<file path="config.mk">
export PLATFORM = sky130hd
export DESIGN_NAME = mda_vram_arbiter
export DESIGN_NICKNAME = d
export VERILOG_FILES = /design/src/rtl/mda_vram_arbiter.sv
export SDC_FILE = /design/constraint.sdc
export NUM_CORES = 1
export LEC_CHECK = 0
export ABC_AREA = 1
export CORE_MARGIN = 2
export CORE_UTILIZATION = 34
export DETAILED_ROUTE_END_ITERATION = 10
export GPL_TIMING_DRIVEN = 0
export PLACE_DENSITY = 0.78
export SYNTH_ARGS = -nofsm -noshare
export SYNTH_HDL_FRONTEND = slang
export SYNTH_SLANG_ARGS = --single-unit
</file>
<file path="constraint.sdc">
create_clock -name clk -period 3.4 [get_ports clk]
set_input_delay 0.51 -clock clk [delete_from_list [all_inputs] [get_ports clk]]
set_output_delay 0.51 -clock clk [all_outputs]
set_load 0.02 [all_outputs]
</file>
<file path="src/rtl/mda_vram_arbiter.sv">
// mda_vram_arbiter
// Shares the single-port MDA video SRAM between the sequencer's pixel fetch
// path and ISA CPU memory cycles in the B0000-B7FFF window. Pixel fetch always
// has priority. ISA accesses run only in sequencer-granted slots, and the ISA
// bus is held off with isa_rdy until the access completes.
//
// Optional feature: define VRAM_TIMEOUT_EN to add a watchdog. After TIMEOUT_MAX
// cycles in WAIT/ACC1/ACC2 the access is abandoned. A read then returns 8'hFF
// and a write is dropped.
//
// Ports
//   clk, reset              system clock, asynchronous active-high reset
//   isa_addr/din            ISA address and write data
//   isa_memr_l/memw_l       asynchronous active-low ISA memory strobes
//   isa_dout                registered ISA read data
//   isa_dir                 1 = drive the ISA data bus (combinational)
//   isa_rdy                 0 = insert ISA wait states
//   pixel_addr/pixel_read   sequencer pixel fetch; pixel_read=1 owns the SRAM
//   isa_op_enable           sequencer slot open for an ISA access
//   ram_a/ram_d/ram_wdata   SRAM address, read data, write data
//   ram_we_l                SRAM write enable, active-low
module mda_vram_arbiter #(
  parameter int unsigned VRAM_AW     = 12,
  parameter logic [4:0]  WIN_BASE    = 5'b10110,
  parameter int unsigned TIMEOUT_MAX = 255
) (
  input  logic        clk,
  input  logic        reset,
  input  logic [19:0] isa_addr,
  input  logic        isa_memr_l,
  input  logic        isa_memw_l,
  input  logic [7:0]  isa_din,
  output logic [7:0]  isa_dout,
  output logic        isa_dir,
  output logic        isa_rdy,
  input  logic [18:0] pixel_addr,
  input  logic        pixel_read,
  input  logic        isa_op_enable,
  output logic [18:0] ram_a,
  input  logic [7:0]  ram_d,
  output logic [7:0]  ram_wdata,
  output logic        ram_we_l
);

  typedef enum logic [2:0] {StIdle, StWait, StAcc1, StAcc2, StDone} state_e;

  state_e               state_q, state_d;
  logic [VRAM_AW-1:0]   lat_addr_q, lat_addr_d;
  logic [7:0]           wdata_q, wdata_d;
  logic [7:0]           dout_q, dout_d;
  logic                 is_wr_q, is_wr_d;
  logic                 we;

  // [0],[1] form the 2-FF synchronizer; [2] is the previous synced value
  // used only for falling-edge detection.
  logic [2:0] memr_s, memw_s;
  logic       memr_fall, memw_fall, win_cs, start;

  // Offset bits above VRAM_AW are ignored: the 4 KB VRAM mirrors across the window.
  logic unused_addr;
  assign unused_addr = ^isa_addr[14:VRAM_AW];

  always_ff @(posedge clk or posedge reset) begin
    if (reset) begin
      memr_s <= 3'b111;
      memw_s <= 3'b111;
    end else begin
      memr_s <= {memr_s[1:0], isa_memr_l};
      memw_s <= {memw_s[1:0], isa_memw_l};
    end
  end

  assign memr_fall = memr_s[2] & ~memr_s[1];
  assign memw_fall = memw_s[2] & ~memw_s[1];
  assign win_cs    = (isa_addr[19:15] == WIN_BASE);
  assign start     = win_cs & (memr_fall | memw_fall);

  // Bus direction follows the raw strobe so the data bus turns around immediately.
  assign isa_dir = win_cs & ~isa_memr_l;

`ifdef VRAM_TIMEOUT_EN
  localparam logic [7:0] TimeoutLast = 8'(TIMEOUT_MAX - 1);
  logic [7:0] cnt_q, cnt_d;

  always_ff @(posedge clk or posedge reset) begin
    if (reset) cnt_q <= 8'd0;
    else       cnt_q <= cnt_d;
  end
`endif

  always_comb begin
    state_d    = state_q;
    lat_addr_d = lat_addr_q;
    wdata_d    = wdata_q;
    dout_d     = dout_q;
    is_wr_d    = is_wr_q;
    we         = 1'b0;

    unique case (state_q)
      StIdle: begin
        if (start) begin
          lat_addr_d = isa_addr[VRAM_AW-1:0];
          wdata_d    = isa_din;
          is_wr_d    = memw_fall;  // simultaneous strobes: write wins
          state_d    = StWait;
        end
      end
      StWait: begin
        if (isa_op_enable && !pixel_read) state_d = StAcc1;
      end
      StAcc1: begin
        state_d = pixel_read ? StWait : StAcc2;
      end
      StAcc2: begin
        if (pixel_read) begin
          state_d = StWait;
        end else begin
          if (is_wr_q) we = 1'b1;
          else         dout_d = ram_d;
          state_d = StDone;
        end
      end
      StDone: begin
        // Hold until the CPU releases the strobe so one strobe never makes two accesses.
        if (memr_s[1] && memw_s[1]) state_d = StIdle;
      end
      default: state_d = StIdle;
    endcase

`ifdef VRAM_TIMEOUT_EN
    cnt_d = cnt_q;
    if (state_q == StWait || state_q == StAcc1 || state_q == StAcc2) begin
      if (cnt_q == TimeoutLast) begin
        state_d = StDone;
        we      = 1'b0;
        dout_d  = is_wr_q ? dout_q : 8'hFF;
      end else begin
        cnt_d = cnt_q + 8'd1;
      end
    end
    if (state_d == StIdle) cnt_d = 8'd0;
`endif
  end

  always_ff @(posedge clk or posedge reset) begin
    if (reset) begin
      state_q    <= StIdle;
      lat_addr_q <= '0;
      wdata_q    <= 8'd0;
      dout_q     <= 8'd0;
      is_wr_q    <= 1'b0;
    end else begin
      state_q    <= state_d;
      lat_addr_q <= lat_addr_d;
      wdata_q    <= wdata_d;
      dout_q     <= dout_d;
      is_wr_q    <= is_wr_d;
    end
  end

  assign ram_a     = pixel_read ? pixel_addr : {{(19 - VRAM_AW){1'b0}}, lat_addr_q};
  assign ram_wdata = wdata_q;
  assign ram_we_l  = ~we;
  assign isa_dout  = dout_q;
  assign isa_rdy   = (state_q == StIdle) || (state_q == StDone);

endmodule

</file>
==> impl_metrics.tcl, run 1 <==
set metrics [dict create \
    grt_max_degree 39 \
    drc 0 \
    dr.pass1.iters 4 \
    status "complete, no violations" \
    die_width_um 79.1 \
    final_cell_area_mm2 0.00306 \
    synthMuxAreaShare 0 \
    numCtsBuffers 5 \
    portBuffers 95 \
    synth-edff-count 0 \
    io_pins 99 \
    hold_end "memw_s[1]$_DFF_PP1_" \
    htreeDepth 2 \
    p_leak_nw 1.49 \
    synthAdderAreaFrac 0 \
    startpoint_type "input pin" \
    period_minus_slack_ns 2.78 \
    nets 389 \
    synth_top_area_frac 0.418 \
    cts_setup_buffers 0 \
    grt_pass1_wl_um 7250 \
    setup_ws_ns 0.625 \
    syn_area_per_cell_um2 8.48 \
    fin_setup_tns_ns 0 \
    async_reset_ff_frac 1.00 \
    antenna_found_initial 0 \
    dieArea_mm2 0.00625 \
    r2r_start "memr_s[2]$_DFF_PP1_" \
    drive_above_1_share 0.222 \
    cp-end-kind "primary output" \
    yosys-top-cells-area "dfrtp_1, nand2_1, o21ai_2" \
    gp_congestion 0.655 \
    routedWlPerCell_um 11.0 \
    ant_nets 0 \
    tightest_slew_ns 0.792 \
    synth_top_family_by_area "simple AND/OR/NAND/NOR gates" \
    p_per_area_mw_per_mm2 574 \
    vias 1725 \
    grt_pass1_vias 1600 \
    gr-total-overflow 0 \
    hold_violations 0 \
    hpwl_um 3360 \
    cap_violations 0 \
    maxSlewViolCount 0 \
    fin_cells 401 \
    pre_cts_ws_ns 0.605 \
    synth_flop_cell "dfrtp_1" \
    cts_sinks 38 \
    timing.final.crit_share 0.816 \
    synth_top_cell_by_area "dfrtp_1" \
    post_dp_cell_area_mm2 0.00296 \
    crit_fanout 10 \
    clock_path_buffers 2 \
    finClkSkew_ns 0.00466 \
    synthesis.area_mm2 0.00192 \
    arrival_ns 2.27 \
    initial_core_util 0.350 \
    synth_compound_area_frac 0.106 \
    hold_path.class "reg -> reg" \
    yosysWarningCount 0 \
    rows 27 \
    synth.distinct_cells 19 \
    synth_cells 226 \
    r2r_setup_slack_ns 2.09 \
    tritoncts "done" \
    rsz0062_at_grt "false" \
    drt_wl_total_um 4420 \
    via_per_inst 4.30 \
    holdWs_ns 0.358 \
    core_mm2 0.00547 \
    synth.net_count 287 \
    clkLatencyLatePin_ns 0.28 \
    die_h_um 79.1 \
    setup_violations 0 \
    relSlewSlack 0.471 \
    regToRegEndpoint "lat_addr_q[3]$_DFFE_PP0P_" \
    grt_use_total 0.150 \
    synth.most_common_cell "nand2_1" \
    netlist_top_cells_count "nand2_1, dfrtp_1, inv_1, o21ai_2, nand2_2" \
    vdd_drop_max_uv 308 \
    dp_cells 393 \
    cts_resized 0 \
    yosysSeqAreaShare 0.500 \
    hold_depth 0 \
    path_clk_slew_ns 0.07 \
    area.growth.synth_to_final_pct 59.9 \
    cts-hold-fix-buffers 0 \
    drtIter0Drc 76 \
    cp_data_required_time_ns 2.89 \
    holdCritStartpoint "memw_s[0]$_DFF_PP1_" \
    ys_ff_latch 38 \
    cts_root_buf "clkbuf_8" \
    synth_xor_area_frac 0 \
    critPathKind "in -> out" \
    p_total_mw 1.76 \
    diodes 0 \
    synth-simple-area-share 0.281 \
    clock.fmax_ghz 0.360 \
    r2r_cells 6 \
    final_core_util 0.560 \
]
[how the worst max path moves through the flow]
stage,start,endpoint,slack (ns),cells after the start
2_1_floorplan,isa_addr[18],isa_dir,1.75,3
3_3_place_gp,pixel_read,ram_a[11],0.62,6
3_5_place_dp,pixel_read,ram_a[10],0.61,6
4_1_cts,pixel_read,ram_a[10],0.60,6
5_1_grt,pixel_read,ram_a[12],0.54,6
6_report,pixel_read,ram_a[10],0.62,6
[layout make-up]
type	instances	area [µm²]
tap	72	90.1
sequential	38	958
clock buffer	7	76.3
fill	512	2410
inverter	39	146
buffer	8	70.1
clock inverter	1	30.0
multi-input combinational	141	742
timing repair buffer	95	951
[placed cells by master, fill, tap and decap left out]
cell type,n
nand2_4,1
buf_4,2
dfrtp_1,32
nand3_4,1
nor3_1,1
inv_2,11
buf_2,2
a21oi_1,1
dfstp_2,6
buf_6,4
nor2_4,3
clkbuf_1,2
nand4_1,1
o21ai_2,22
inv_1,28
bufinv_16,1
nand2_2,15
nor2_1,6
nand3_1,12
nand2_1,77
clkbuf_8,5
clkdlybuf4s50_1,95
o21ai_1,1
[registers in the layout (all words and copies together), names as in the netlist]
signal and cells:
state_q 3, ram_wdata 8, is_wr_q 1, memw_s 3, isa_dout 8, memr_s 3
lat_addr_q 12
[kinds of logic (layout without fill, tap and decap cells)]
| family | count (synthesis) | in the layout |
|---|---|---|
| flops | 38 | 38 |
| buf+inv | 47 | 150 |
| simple gates | 117 | 117 |
| compound gates | 24 | 24 |
[worst max-delay path, stage by stage]
cell and delay, ns:
clkdlybuf4s50_1 0.62, buf_4 0.23, buf_4 0.17, nand2_1 0.07
nand2_1 0.06, clkdlybuf4s50_1 0.60
[layer usage]
metal	up-vias	track usage	routed length, µm
li1	879	-	-
met1	781	0.188	1900
met2	59	0.245	2180
met3	6	0.0489	290
met4	0	0.0466	46
met5	-	0	0
[power breakdown]
part | internal [mW] | switching, mW
clock network | 0.219 | 0.146
logic | 0.362 | 0.365
registers | 0.584 | 0.0834
total | 1.17 | 0.593
(Power assumes the default switching activity.)
==> run 2: changes to the inputs <==
Clock period 3.4 ns to 2.6 ns, I/O delays scaled along.
==> run 2 against run 1 <==
Effect of this change: global-route usage is the same; largest cell class unchanged; clock skew is essentially flat; setup slack lost 0.22 ns; die area is the same; wire length shrank 0.18%; cell count is the same; largest power group unchanged.
==> impl_metrics.tcl, run 2 (same netlist as run 1, synthesis figures left out) <==
set metrics [dict create \
    htreeDepth 2 \
    setup_violations 0 \
    nets 389 \
    r2r_start "memr_s[2]$_DFF_PP1_" \
    rsz0062_at_grt "false" \
    io_pins 99 \
    tightest_slew_ns 0.793 \
    largest-register "lat_addr_q" \
    die_width_um 79.1 \
    finClkSkew_ns 0.00483 \
    hold_violations 0 \
    startpoint_type "flip-flop" \
    holdCritStartpoint "memw_s[0]$_DFF_PP1_" \
    diodes 0 \
    tritoncts "done" \
    antenna_found_initial 0 \
    area.growth.synth_to_final_pct 60.0 \
    status "complete, no violations" \
    dr.pass1.iters 4 \
    regToRegEndpoint "lat_addr_q[3]$_DFFE_PP0P_" \
    final_core_util 0.560 \
    period_minus_slack_ns 2.19 \
    fin_cells 401 \
    cpMaxStageDelayCell "clkdlybuf4s50_1" \
    drive_above_1_share 0.222 \
    critPathKind "reg -> out" \
    portBuffers 95 \
    crit_path_start "state_q[0]$_DFFE_PP0P_" \
    dp_cells 393 \
    relSlewSlack 0.471 \
    holdWs_ns 0.358 \
    path_clk_slew_ns 0.07 \
    via_per_inst 4.29 \
    cap_violations 0 \
    gp_congestion 0.655 \
    setup_ws_ns 0.406 \
    drt_wl_total_um 4410 \
    worst-path-stages 5 \
    vias 1721 \
    crit_fanout 10 \
    arrival_ns 1.80 \
    drtIter0Drc 76 \
    dieArea_mm2 0.00625 \
    hold_path.class "reg -> reg" \
    largest_reg_flops 12 \
    cp-endpoint "ram_we_l" \
    final_cell_mix "clkdlybuf4s50_1, nand2_1, dfrtp_1" \
    cts_root_buf "clkbuf_8" \
    r2r_cells 6 \
    gr-total-overflow 0 \
    maxSlewViolCount 0 \
    numCtsBuffers 5 \
    vdd_drop_max_uv 403 \
    hpwl_um 3360 \
    clkLatencyLatePin_ns 0.28 \
    worst-path-buf-inv 2 \
    ant_nets 0 \
    p_leak_nw 1.50 \
    rows 27 \
    clock.fmax_ghz 0.456 \
    drc 0 \
    grt_max_degree 39 \
    crit_chain "nand2_1 -> nor2_1 -> buf_2 -> nand3_1 -> clkdlybuf4s50_1" \
    cpPeakStageDelay_ns 0.55 \
    cp_data_required_time_ns 2.21 \
    pre_cts_ws_ns 0.0451 \
    core_mm2 0.00547 \
    layout_commonest_cell "clkdlybuf4s50_1" \
    grt_pass1_wl_um 7250 \
    cp-end-kind "primary output" \
    fin_setup_tns_ns 0 \
    crit_family "buffers and inverters" \
    cts_setup_buffers 0 \
    die_h_um 79.1 \
    timing.final.crit_share 0.844 \
    grt_use_total 0.150 \
    p_per_area_mw_per_mm2 750 \
    routedWlPerCell_um 11.0 \
    clock_path_buffers 2 \
    cts_sinks 38 \
    r2r_setup_slack_ns 1.30 \
    grt_pass1_vias 1600 \
    initial_core_util 0.350 \
]
-- run 2: cell types whose count changed in the layout (fill, tap and decap cells not counted), sizes merged --
cell           change
dlymetal6s2s       +1
clkdlybuf4s50      -1
-- run 2: power by group --
group	total, mW	switching [mW]	leakage (nW)	internal [mW]
Combinational	0.949	0.476	0.963	0.473
Clock	0.478	0.192	0.0524	0.287
Sequential	0.873	0.109	0.486	0.764
Total	2.30	0.777	1.50	1.52
-- run 2: worst min path at each step --
stage	endpoint	slack, ns	depth (start not counted)
floorplan	memr_s[1]$_DFF_PP1_	0.35	0
global placement	memr_s[1]$_DFF_PP1_	0.35	0
detailed placement	memr_s[1]$_DFF_PP1_	0.35	0
CTS	memw_s[1]$_DFF_PP1_	0.36	0
global route	memw_s[1]$_DFF_PP1_	0.36	0
finish	memw_s[1]$_DFF_PP1_	0.36	0
-- run 2: per-stage QoR --
stage | area (µm²) | power, mW
4_1_cts | 3060 | 2.33
3_5_place_dp | 2960 | 1.84
6_report | 3070 | 2.30
3_3_place_gp | 2960 | 1.82
2_1_floorplan | 1920 | 1.41
5_1_grt | 3070 | 2.46
-- run 2: timing repair --
action / in CTS / in global routing
hold buffers: 0 / 0
setup endpoints to repair: 0 / 3
resized for setup: 0 / 1
hold endpoints to repair: 0 / 0
-- run 2: routing by layer --
metal	wire [µm]	track usage
met1	1910	0.188
met2	2170	0.245
met5	0	0
met3	290	0.0489
met4	47	0.0466
-- run 2: layout make-up --
cell class	count	area (µm²)
fillers	510	2410
flip-flops and latches	38	958
repair buffers	95	953
multi-input cells	141	742
inverters	39	146
well taps	72	90.1
clock buffers	7	76.3
plain buffers	8	70.1
clock inverters	1	30.0
-- run 2: worst reg2reg max path, stage by stage (launching register included) --
cell,delay [ns]
dfstp_2,0.52
inv_1,0.04
o21ai_2,0.18
nand3_4,0.15
buf_6,0.18
nand2_1,0.08
o21ai_2,0.05
==> run 3: changes to the inputs <==
Settings changed: PLACE_DENSITY 0.78 to 0.81.
Clock period 2.6 ns to 1.83 ns, I/O delays scaled along.
==> run 3 against run 2 <==
Effect of this change: register-to-register slack got worse by 0.77 ns; global-route usage rose by 0.56 points; hold slack worse by 0.0017 ns; combinational power increased by 40%; total power up 36%; setup slack got worse by 0.34 ns; sequential cell count unchanged.
==> impl_metrics.tcl, run 3 (same netlist as run 1, synthesis figures left out) <==
set metrics [dict create \
    switching_power_mw 1.12 \
    fin_cells 401 \
    rsz0062_at_grt "false" \
    pwr-share-seq 0.400 \
    hpwl_um 3460 \
    vdd_drop_max_uv 621 \
    r2r_start "memw_s[1]$_DFF_PP1_" \
    io_pins 99 \
    cts_root_buf "clkbuf_8" \
    period_minus_slack_ns 1.77 \
    dr.pass1.iters 4 \
    crit_fanout 5 \
    routedWlPerCell_um 11.2 \
    die_width_um 79.1 \
    gr-total-overflow 0 \
    clock_path_buffers 2 \
    area.growth.synth_to_final_pct 58.4 \
    p_per_area_mw_per_mm2 1030 \
    via_per_inst 4.31 \
    setup_violations 0 \
    holdCritStartpoint "memw_s[0]$_DFF_PP1_" \
    maxSlewViolCount 0 \
    largest_reg_flops 12 \
    combinationalPowerShare 0.426 \
    path_clk_slew_ns 0.08 \
    r2r_cells 7 \
    drt_wl_total_um 4490 \
    p_leak_nw 1.58 \
    layout_commonest_cell "nand2_1" \
    clock.fmax_ghz 0.566 \
    grt_pass1_wl_um 7640 \
    holdWs_ns 0.356 \
    htreeDepth 2 \
    hold_path.class "reg -> reg" \
    regToRegEndpoint "lat_addr_q[5]$_DFFE_PP0P_" \
    drc 0 \
    hold_end "memw_s[1]$_DFF_PP1_" \
    portBuffers 95 \
    numCtsBuffers 5 \
    tritoncts "done" \
    drive_above_1_share 0.231 \
    dp_cells 393 \
    cp-end-kind "primary output" \
    final_cell_mix "nand2_1, clkdlybuf4s50_1, dfrtp_1" \
    drtIter0Drc 78 \
    grt_use_total 0.155 \
    vias 1729 \
    final_core_util 0.555 \
    hold_violations 0 \
    r2r_setup_slack_ns 0.53 \
    largest-register "lat_addr_q" \
    cp_data_required_time_ns 1.56 \
    status "complete, no violations" \
    cts-hold-fix-buffers 0 \
    tightest_slew_ns 0.771 \
    startpoint_type "flip-flop" \
    dieArea_mm2 0.00625 \
    pre_cts_ws_ns -0.475 \
    clkLatencyLatePin_ns 0.29 \
    cap_violations 0 \
    arrival_ns 1.49 \
    die_h_um 79.1 \
    timing.final.crit_share 0.966 \
    nets 389 \
    ant_nets 0 \
    finClkSkew_ns 0.00959 \
    diodes 0 \
    rows 27 \
    p_int_mw 2.00 \
    swShare 0.358 \
    antenna_found_initial 0 \
    cts_sinks 38 \
    hold_depth 0 \
    critPathKind "reg -> out" \
    grt_pass1_vias 1756 \
    relSlewSlack 0.485 \
    gp_congestion 0.670 \
    core_mm2 0.00547 \
    initial_core_util 0.350 \
    grt_max_degree 39 \
    clkPwrFrac 0.174 \
    setup_ws_ns 0.0619 \
]
[run 3: changes by cell type in the layout (fill, tap and decap cells not counted), moves of 2 or more]
cell,before,now
clkdlybuf4s50_1,94,76
dlygate4sd2_1,0,13
dlymetal6s2s_1,1,4
buf_2,2,0
buf_4,2,4
clkinv_2,0,2
[run 3: layout make-up]
cell class                 instances  area [µm²]
timing repair buffer              95         941
buffer                             8        75.1
clock inverter                     2        10.0
fill                             551        2440
multi-input combinational        141         742
sequential                        38         958
inverter                          39         146
tap                               72        90.1
clock buffer                       6        72.6
[run 3: how the worst max path moves through the flow]
stage | depth (start not counted) | end | slack, ns | from
finish | 4 | isa_rdy | 0.06 | state_q[0]$_DFFE_PP0P_
CTS | 6 | ram_a[6] | 0.007 | pixel_read
detailed placement | 6 | ram_a[11] | -0.48 | pixel_read
floorplan | 6 | is_wr_q$_DFFE_PP0P_ | 0.63 | memr_s[2]$_DFF_PP1_
global placement | 6 | ram_a[11] | -0.47 | pixel_read
global route | 4 | isa_rdy | 0.001 | state_q[0]$_DFFE_PP0P_
[run 3: worst max-delay path: stages (launching register included)]
cell and delay, ns:
dfrtp_1 0.42, inv_2 0.08, nand2_4 0.07, inv_1 0.05, clkdlybuf4s50_1 0.59
[run 3: power groups by stage]
stage | Sequential, mW | Clock [mW] | Combinational [mW]
final | 1.25 | 0.544 | 1.33
after global placement | 1.25 | 0 | 1.34
after floorplan | 1.41 | 0 | 0.596
after detailed placement | 1.26 | 0 | 1.36
after global routing | 1.28 | 0.600 | 1.46
after CTS | 1.25 | 0.570 | 1.35
[run 3: metal layers]
layer / GRT usage / vias up / share of wire
met3: 0.0352 / 12 / 0.075
met4: 0.0621 / 0 / 0.024
met2: 0.276 / 69 / 0.49
met5: 0 / - / 0
li1: - / 879 / -
met1: 0.180 / 769 / 0.41
[run 3: per-stage QoR]
step	cell area [µm²]	power (mW)	setup TNS, ns
after detailed placement	2960	2.62	-8.38
after CTS	3030	3.17	0
after global placement	2960	2.59	-12.57
final	3040	3.12	0
after floorplan	1920	2.00	0
after global routing	3040	3.34	0
[run 3: what timing repair did]
action,CTS,global route
pin swaps,0,0
setup endpoints to repair,21,5
buffers inserted,0,0
gates resized for setup,19,6
